[config.mk]
export PLATFORM = sky130hd
export DESIGN_NAME = alu_bist_flat
export DESIGN_NICKNAME = d
export VERILOG_FILES = /design/src/rtl/alu_bist_if.sv /design/src/rtl/alu_bist.sv /design/src/flat_wrapper.sv
export SDC_FILE = /design/constraint.sdc
export NUM_CORES = 1
export LEC_CHECK = 0
export CAP_MARGIN = 15
export CORE_MARGIN = 8
export CORE_UTILIZATION = 58
export CTS_BUF_LIST = sky130_fd_sc_hd__clkbuf_8
export CTS_CLUSTER_SIZE = 24
export DETAILED_ROUTE_END_ITERATION = 6
export PLACE_DENSITY = 0.83
export RECOVER_POWER = 100
export SLEW_MARGIN = 20
export SYNTH_ARGS = -nofsm -noshare
export SYNTH_HDL_FRONTEND = slang
export SYNTH_SLANG_ARGS = --single-unit
[constraint.sdc]
create_clock -name clk -period 8.1 [get_ports clk]
set_clock_uncertainty 0.1 [all_clocks]
set_input_delay 1.62 -clock clk [delete_from_list [all_inputs] [get_ports clk]]
set_output_delay 1.62 -clock clk [all_outputs]
set_load 0.01 [all_outputs]
[src/rtl/alu_bist_if.sv]
// ALU stimulus/response bundle between the BIST engine and the ALU.
// master drives operands and opcode, slave returns Saida.
interface alu_bist_if #(
    parameter int WIDTH = 32
);
    logic [WIDTH-1:0] EntradaA;
    logic [WIDTH-1:0] EntradaB;
    logic [1:0]       OP;
    logic [WIDTH-1:0] Saida;

    modport master (
        output EntradaA,
        output EntradaB,
        output OP,
        input  Saida
    );

    modport slave (
        input  EntradaA,
        input  EntradaB,
        input  OP,
        output Saida
    );
endinterface

[src/rtl/alu_bist.sv]
// ALU built-in self-test: LFSR operand pairs x 4 ops, checked against a reference.
// Define ALU_BIST_DIRECTED_EN to prepend 8 directed vectors to every run.
module alu_bist #(
    parameter int          WIDTH     = 32,
    parameter int          N_VECTORS = 64,
    parameter logic [31:0] SEED      = 32'hACE12001,
    parameter int          SETTLE    = 1
) (
    input  logic             clk,
    input  logic             rst,
    input  logic             start,
    alu_bist_if.master       alu,
    output logic             busy,
    output logic             done,
    output logic             pass,
    output logic [15:0]      err_cnt,
    output logic [15:0]      fail_idx,
    output logic [WIDTH-1:0] fail_exp,
    output logic [WIDTH-1:0] fail_got
);

    typedef enum logic [2:0] {
        S_IDLE,
        S_DRIVE,
        S_WAIT,
        S_CHECK,
        S_DONE
    } state_t;

    localparam logic [31:0] TAPS   = 32'h80200003;
    localparam logic [31:0] SEED_A = (SEED == 32'h0) ? 32'h1 : SEED;
    localparam logic [31:0] RAW_B  = SEED ^ 32'h5A5A5A5A;
    localparam logic [31:0] SEED_B = (RAW_B == 32'h0) ? 32'h1 : RAW_B;

`ifdef ALU_BIST_DIRECTED_EN
    localparam int N_DIR = 8;
`else
    localparam int N_DIR = 0;
`endif

    localparam logic [15:0] LAST_IDX = 16'(N_VECTORS + N_DIR - 1);

    state_t           state_q;
    logic [15:0]      idx_q;
    logic [15:0]      cnt_q;
    logic [31:0]      lfsr_a_q;
    logic [31:0]      lfsr_b_q;
    logic [WIDTH-1:0] a_q;
    logic [WIDTH-1:0] b_q;
    logic [1:0]       op_q;
    logic             busy_q;
    logic             done_q;
    logic             pass_q;
    logic [15:0]      err_q;
    logic [15:0]      fidx_q;
    logic [WIDTH-1:0] fexp_q;
    logic [WIDTH-1:0] fgot_q;

    logic [31:0]      lfsr_a_d;
    logic [31:0]      lfsr_b_d;
    logic [WIDTH-1:0] a_d;
    logic [WIDTH-1:0] b_d;
    logic [WIDTH-1:0] exp_d;
    logic [15:0]      err_d;
    logic             miss_d;
    logic             dir_d;

    // Galois right-shift step
    assign lfsr_a_d = {1'b0, lfsr_a_q[31:1]} ^ (lfsr_a_q[0] ? TAPS : 32'h0);
    assign lfsr_b_d = {1'b0, lfsr_b_q[31:1]} ^ (lfsr_b_q[0] ? TAPS : 32'h0);

`ifdef ALU_BIST_DIRECTED_EN
    always_comb begin
        dir_d = (idx_q < 16'(N_DIR));
        a_d   = WIDTH'(lfsr_a_q);
        b_d   = WIDTH'(lfsr_b_q);
        if (dir_d) begin
            a_d = idx_q[2] ? '1 : WIDTH'(2001);
            b_d = idx_q[2] ? WIDTH'(1) : WIDTH'(4001);
        end
    end
`else
    always_comb begin
        dir_d = 1'b0;
        a_d   = WIDTH'(lfsr_a_q);
        b_d   = WIDTH'(lfsr_b_q);
    end
`endif

    always_comb begin
        exp_d = a_q + b_q;
        case (op_q)
            2'b01:   exp_d = a_q - b_q;
            2'b10:   exp_d = a_q & b_q;
            2'b11:   exp_d = a_q | b_q;
            default: exp_d = a_q + b_q;
        endcase
    end

    assign miss_d = (alu.Saida != exp_d);
    assign err_d  = (err_q == 16'hFFFF) ? err_q : err_q + 16'd1;

    always_ff @(posedge clk) begin
        if (rst) begin
            state_q  <= S_IDLE;
            idx_q    <= '0;
            cnt_q    <= '0;
            lfsr_a_q <= SEED_A;
            lfsr_b_q <= SEED_B;
            a_q      <= '0;
            b_q      <= '0;
            op_q     <= '0;
            busy_q   <= 1'b0;
            done_q   <= 1'b0;
            pass_q   <= 1'b0;
            err_q    <= '0;
            fidx_q   <= '0;
            fexp_q   <= '0;
            fgot_q   <= '0;
        end else begin
            case (state_q)
                S_IDLE, S_DONE: begin
                    if (start) begin
                        state_q  <= S_DRIVE;
                        idx_q    <= '0;
                        lfsr_a_q <= SEED_A;
                        lfsr_b_q <= SEED_B;
                        busy_q   <= 1'b1;
                        done_q   <= 1'b0;
                        pass_q   <= 1'b0;
                        err_q    <= '0;
                        fidx_q   <= '0;
                        fexp_q   <= '0;
                        fgot_q   <= '0;
                    end
                end
                S_DRIVE: begin
                    a_q     <= a_d;
                    b_q     <= b_d;
                    op_q    <= idx_q[1:0];
                    cnt_q   <= 16'(SETTLE - 1);
                    state_q <= S_WAIT;
                end
                S_WAIT: begin
                    if (cnt_q == 16'd0) state_q <= S_CHECK;
                    else cnt_q <= cnt_q - 16'd1;
                end
                S_CHECK: begin
                    if (miss_d) begin
                        err_q <= err_d;
                        // err_q only reads zero before the first miss of a run
                        if (err_q == 16'd0) begin
                            fidx_q <= idx_q;
                            fexp_q <= exp_d;
                            fgot_q <= alu.Saida;
                        end
                    end
                    if (!dir_d && idx_q[1:0] == 2'b11) begin
                        lfsr_a_q <= lfsr_a_d;
                        lfsr_b_q <= lfsr_b_d;
                    end
                    if (idx_q == LAST_IDX) begin
                        state_q <= S_DONE;
                        busy_q  <= 1'b0;
                        done_q  <= 1'b1;
                        pass_q  <= (err_q == 16'd0) && !miss_d;
                    end else begin
                        idx_q   <= idx_q + 16'd1;
                        state_q <= S_DRIVE;
                    end
                end
                default: state_q <= S_IDLE;
            endcase
        end
    end

    assign alu.EntradaA = a_q;
    assign alu.EntradaB = b_q;
    assign alu.OP       = op_q;
    assign busy         = busy_q;
    assign done         = done_q;
    assign pass         = pass_q;
    assign err_cnt      = err_q;
    assign fail_idx     = fidx_q;
    assign fail_exp     = fexp_q;
    assign fail_got     = fgot_q;

endmodule
[src/flat_wrapper.sv]
// flat-port wrapper written by rule: the top's interface ports become plain ports
module alu_bist_flat 
#(
    parameter int          WIDTH     = 32,
    parameter int          N_VECTORS = 64,
    parameter logic [31:0] SEED      = 32'hACE12001,
    parameter int          SETTLE    = 1
)
  (clk, rst, start, busy, done, pass, err_cnt, fail_idx, fail_exp, fail_got, alu_EntradaA, alu_EntradaB, alu_OP, alu_Saida);
  alu_bist_if #(.WIDTH(WIDTH)) alu_i ();
  input  logic clk;
  input  logic rst;
  input  logic start;
  output logic busy;
  output logic done;
  output logic pass;
  output logic [15:0] err_cnt;
  output logic [15:0] fail_idx;
  output logic [WIDTH-1:0] fail_exp;
  output logic [WIDTH-1:0] fail_got;
  output wire logic [$bits(alu_i.EntradaA)-1:0] alu_EntradaA;
  output wire logic [$bits(alu_i.EntradaB)-1:0] alu_EntradaB;
  output wire logic [$bits(alu_i.OP)-1:0] alu_OP;
  input wire logic [$bits(alu_i.Saida)-1:0] alu_Saida;
  assign alu_EntradaA = alu_i.EntradaA;
  assign alu_EntradaB = alu_i.EntradaB;
  assign alu_OP = alu_i.OP;
  assign alu_i.Saida = alu_Saida;
  alu_bist #(.WIDTH(WIDTH), .N_VECTORS(N_VECTORS), .SEED(SEED), .SETTLE(SETTLE)) u_core (.clk(clk), .rst(rst), .start(start), .alu(alu_i), .busy(busy), .done(done), .pass(pass), .err_cnt(err_cnt), .fail_idx(fail_idx), .fail_exp(fail_exp), .fail_got(fail_got));
endmodule
==> impl_metrics.json, run 1 <==
{
  "hold_path_class": "reg -> reg",
  "clock_tree.htree_level_count": 2,
  "r2r_cells": 20,
  "ys_warn_count": 0,
  "post_cts_hold_buffer_count": 0,
  "finalInstanceArea_sq_mm": 0.01779,
  "leakage_nw": 7.289,
  "layout_min_cycle_time_ps": 7377,
  "post_cts_resize_count": 0,
  "reported_net_switching_power_w": 0.001928,
  "post_drt_wl_per_cell_um": 18.90,
  "ys_dominant_reg_cell": "dfxtp_1",
  "final_antenna_net_count": 0,
  "path_class": "reg -> reg",
  "syn_nets": 1961,
  "via_count_of_the_first_global_routing_pass": 13118,
  "utilization_pct": 68.84,
  "design.die.area_sq_mm": 0.03148,
  "clk_path_buf_depth": 3,
  "cp-start-kind": "flop",
  "drc": 0,
  "timing.max_slew.rel_slack_pct": -132.8,
  "end_kind": "flop",
  "cp_max_fo": 71,
  "congestion_overflow_gr": 0,
  "yosys_cell_types": 84,
  "grt_setup_unrepaired": "no",
  "post_detailed_routing_wire_length_um": 44990,
  "fin_worst_hold_slack_ps": 355.3,
  "most_common_library_cell_in_the_layout_ignoring_fill_and_taps": "nand2_1",
  "drt_pre_antenna_iters": 5,
  "power_frac_comb_pct": 44.8,
  "antenna_found_initial": 0,
  "synth_edf_count": 0,
  "pwr_density_cell_mw_per_mm2": 263.3,
  "numPortBuffers": 199,
  "cts.root.buffer_cell": "clkbuf_8",
  "postPlaceCellArea_sq_mm": 0.01708,
  "place.detailed.hpwl_um": 32760,
  "place_congestion": 0.9435,
  "initialDrtViolationCount": 1356,
  "mappedNetlistArea_sq_mm": 0.01511,
  "max_clock_freq_mhz": 135.6,
  "via_count_of_the_routed_design": 14247,
  "critPathRequiredTime_ps": 8490,
  "power.internal_w": 0.002755,
  "outcome": "complete, but fails checks",
  "gr-usage-all-layers_pct": 27.56,
  "routed_via_density": 5.986,
  "ys_seq_area_share_pct": 34.97,
  "post-layout-total-power_w": 0.004683,
  "cts_setup_buffers": 0,
  "tightest_slew_ps": 3492,
  "synth_cells": 1887,
  "grt_start_max_net_pins": 95,
  "drive_above_1_share_pct": 4.450,
  "clk-insertion-delay-late_ps": 560,
  "synth.avg_cell_area_sq_um": 8.010,
  "worst_ir_drop_on_vdd_uv": 222.3,
  "max-cap-violations": 4,
  "layout_worst_path_cycle_share_pct": 91.07,
  "tritoncts_num_sinks": 264,
  "share_of_async_settable_or_async_resettable_flops_after_synthesis_pct": 0,
  "final_antenna_diode_count": 0,
  "core_area_sq_mm": 0.02584,
  "violated_checks": "capacitance limit, slew limit",
  "rows": 59,
  "proportion_of_power_drawn_by_the_clock_network_pct": 22.7,
  "area.growth.synth_to_final_pct": 17.68,
  "mostFrequentLayoutCells": "nand2_1, dfxtp_1, a21oi_1, dlygate4sd3_1, nor2_1",
  "setup_viol_count_final": 0,
  "tritoncts": "built",
  "cts_made_buffers": 43,
  "finalNetCount": 2090,
  "seq_power_share_pct": 32.5,
  "grt_first_pass_wirelength_um": 70890,
  "starting_density_pct": 58.50,
  "critPathArrivalTime_ps": 7760,
  "die-height_um": 177.4,
  "path_clk_slew_ps": 60,
  "totalNegativeSetupSlack_ps": 0,
  "switching_share_pct": 41.17,
  "final-hold-violation-count": 0,
  "hold_path_depth": 2,
  "flop_and_latch_count_out_of_synthesis": 264,
  "fp.dieW_um": 177.4,
  "ioPinCount": 200,
  "timing_max_transition_violations_final": 313
}
power groups by stage:
stage	combinational [W]	clock, W	sequential (W)
global placement	0.00205	0	0.00154
CTS	0.00210	0.00108	0.00152
finish	0.00210	0.00106	0.00152
detailed placement	0.00208	0	0.00154
floorplan	0.00161	0	0.00152
global route	0.00231	0.00114	0.00153
cell type report:
type,instances,area (sq um)
Tap cell,335,419.2
Multi-Input combinational cell,1470,9138
Inverter,24,90.09
Timing Repair Buffer,213,2082
Clock buffer,47,646.9
Clock inverter,27,125.1
Fill cell,2143,8050
Sequential cell,264,5286
state kept, by name (all words and copies together) (netlist names):
signal               flops
u_core.busy              1
u_core.idx_q            16
u_core.fail_got         32
u_core.fail_exp         32
u_core.cnt_q            16
u_core.err_cnt          16
u_core.alu.EntradaB     32
u_core.state_q           3
u_core.a_d              32
u_core.b_d              32
u_core.fail_idx         16
u_core.alu.EntradaA     32
u_core.pass              1
u_core.alu.OP            2
u_core.done              1
cell usage after synthesis (26+ instances only):
master	n	share of area, %
maj3_1	27	1.8
nand2b_1	74	3.1
nand2_1	312	7.7
nor2b_1	26	1.1
o21ai_0	59	2.0
a21oi_1	173	5.7
nand3b_1	49	2.4
mux2i_1	76	5.0
nand4_1	30	1.2
clkbuf_1	103	2.6
nor2_1	112	2.8
nand3_1	80	2.6
nor3_1	45	1.5
ha_1	38	3.1
dfxtp_1	264	35
xnor2_1	50	2.9
xor2_1	63	3.7
kinds of logic (layout without fill, tap and decap cells):
| kind of cell | Yosys count | after routing | synth area share, % |
|---|---|---|---|
| AO/OA/AOI/OAI | 372 | 372 | 15.32 |
| adder cells (fa/ha/maj) | 66 | 66 | 5.066 |
| multiplexers | 92 | 92 | 6.473 |
| flip-flops | 264 | 264 | 34.97 |
| AND/OR/NAND/NOR | 827 | 827 | 27.19 |
| buffers and inverters | 153 | 311 | 4.437 |
| XOR/XNOR | 113 | 113 | 6.548 |
stage by stage:
step | worst slack, ps | instances
6_report | 723.3 | 2380
5_1_grt | 199.1 | 2380
4_1_cts | 696.1 | 2379
3_5_place_dp | 710.8 | 2305
3_3_place_gp | 827.9 | 2305
2_1_floorplan | 2244 | 1887
layer usage:
metal	routed length, um	vias to the layer above	share of wire [%]	global-route usage (%)
met1	19550	6659	43	37.45
met3	4443	89	9.9	6.383
li1	-	6889	-	-
met5	0	-	0	0
met4	1567	0	3.5	10.52
met2	19430	610	43	41.84
path summary, 6_finish.rpt:
| kind | slack (ps) | end | from |
|---|---|---|---|
| setup / recovery | 720 | u_core.fail_got[12] | u_core.alu.EntradaB[2] |
| hold / removal | 360 | u_core.cnt_q[10] | u_core.cnt_q[10] |
| setup reg to reg | 720 | u_core.fail_got[12] | u_core.alu.EntradaB[2] |
| hold reg to reg | 360 | u_core.cnt_q[10] | u_core.cnt_q[10] |
worst max-delay path: stages (launching register included):
cell	delay, ps
dfxtp_1	390
nor4_2	490
nand4_1	320
or3_1	460
or2_2	300
nor3_1	360
a21oi_1	140
xnor2_1	170
ha_1	400
nand2_1	130
o21ai_0	350
a2111oi_0	120
a311oi_1	360
o211ai_1	210
xnor2_1	240
nor4_1	690
nand4_1	220
or4_1	660
nand2_8	560
buf_4	330
mux2i_1	210
Note: power is estimated with default switching activity, not from simulation.
==> run 2, diff against run 1 <==
- CAP_MARGIN: 15 -> 5
- TNS_END_PERCENT: not set -> 20
==> results of run 2 <==
The final DEF is identical to that of run 1; final timing and power are the same.
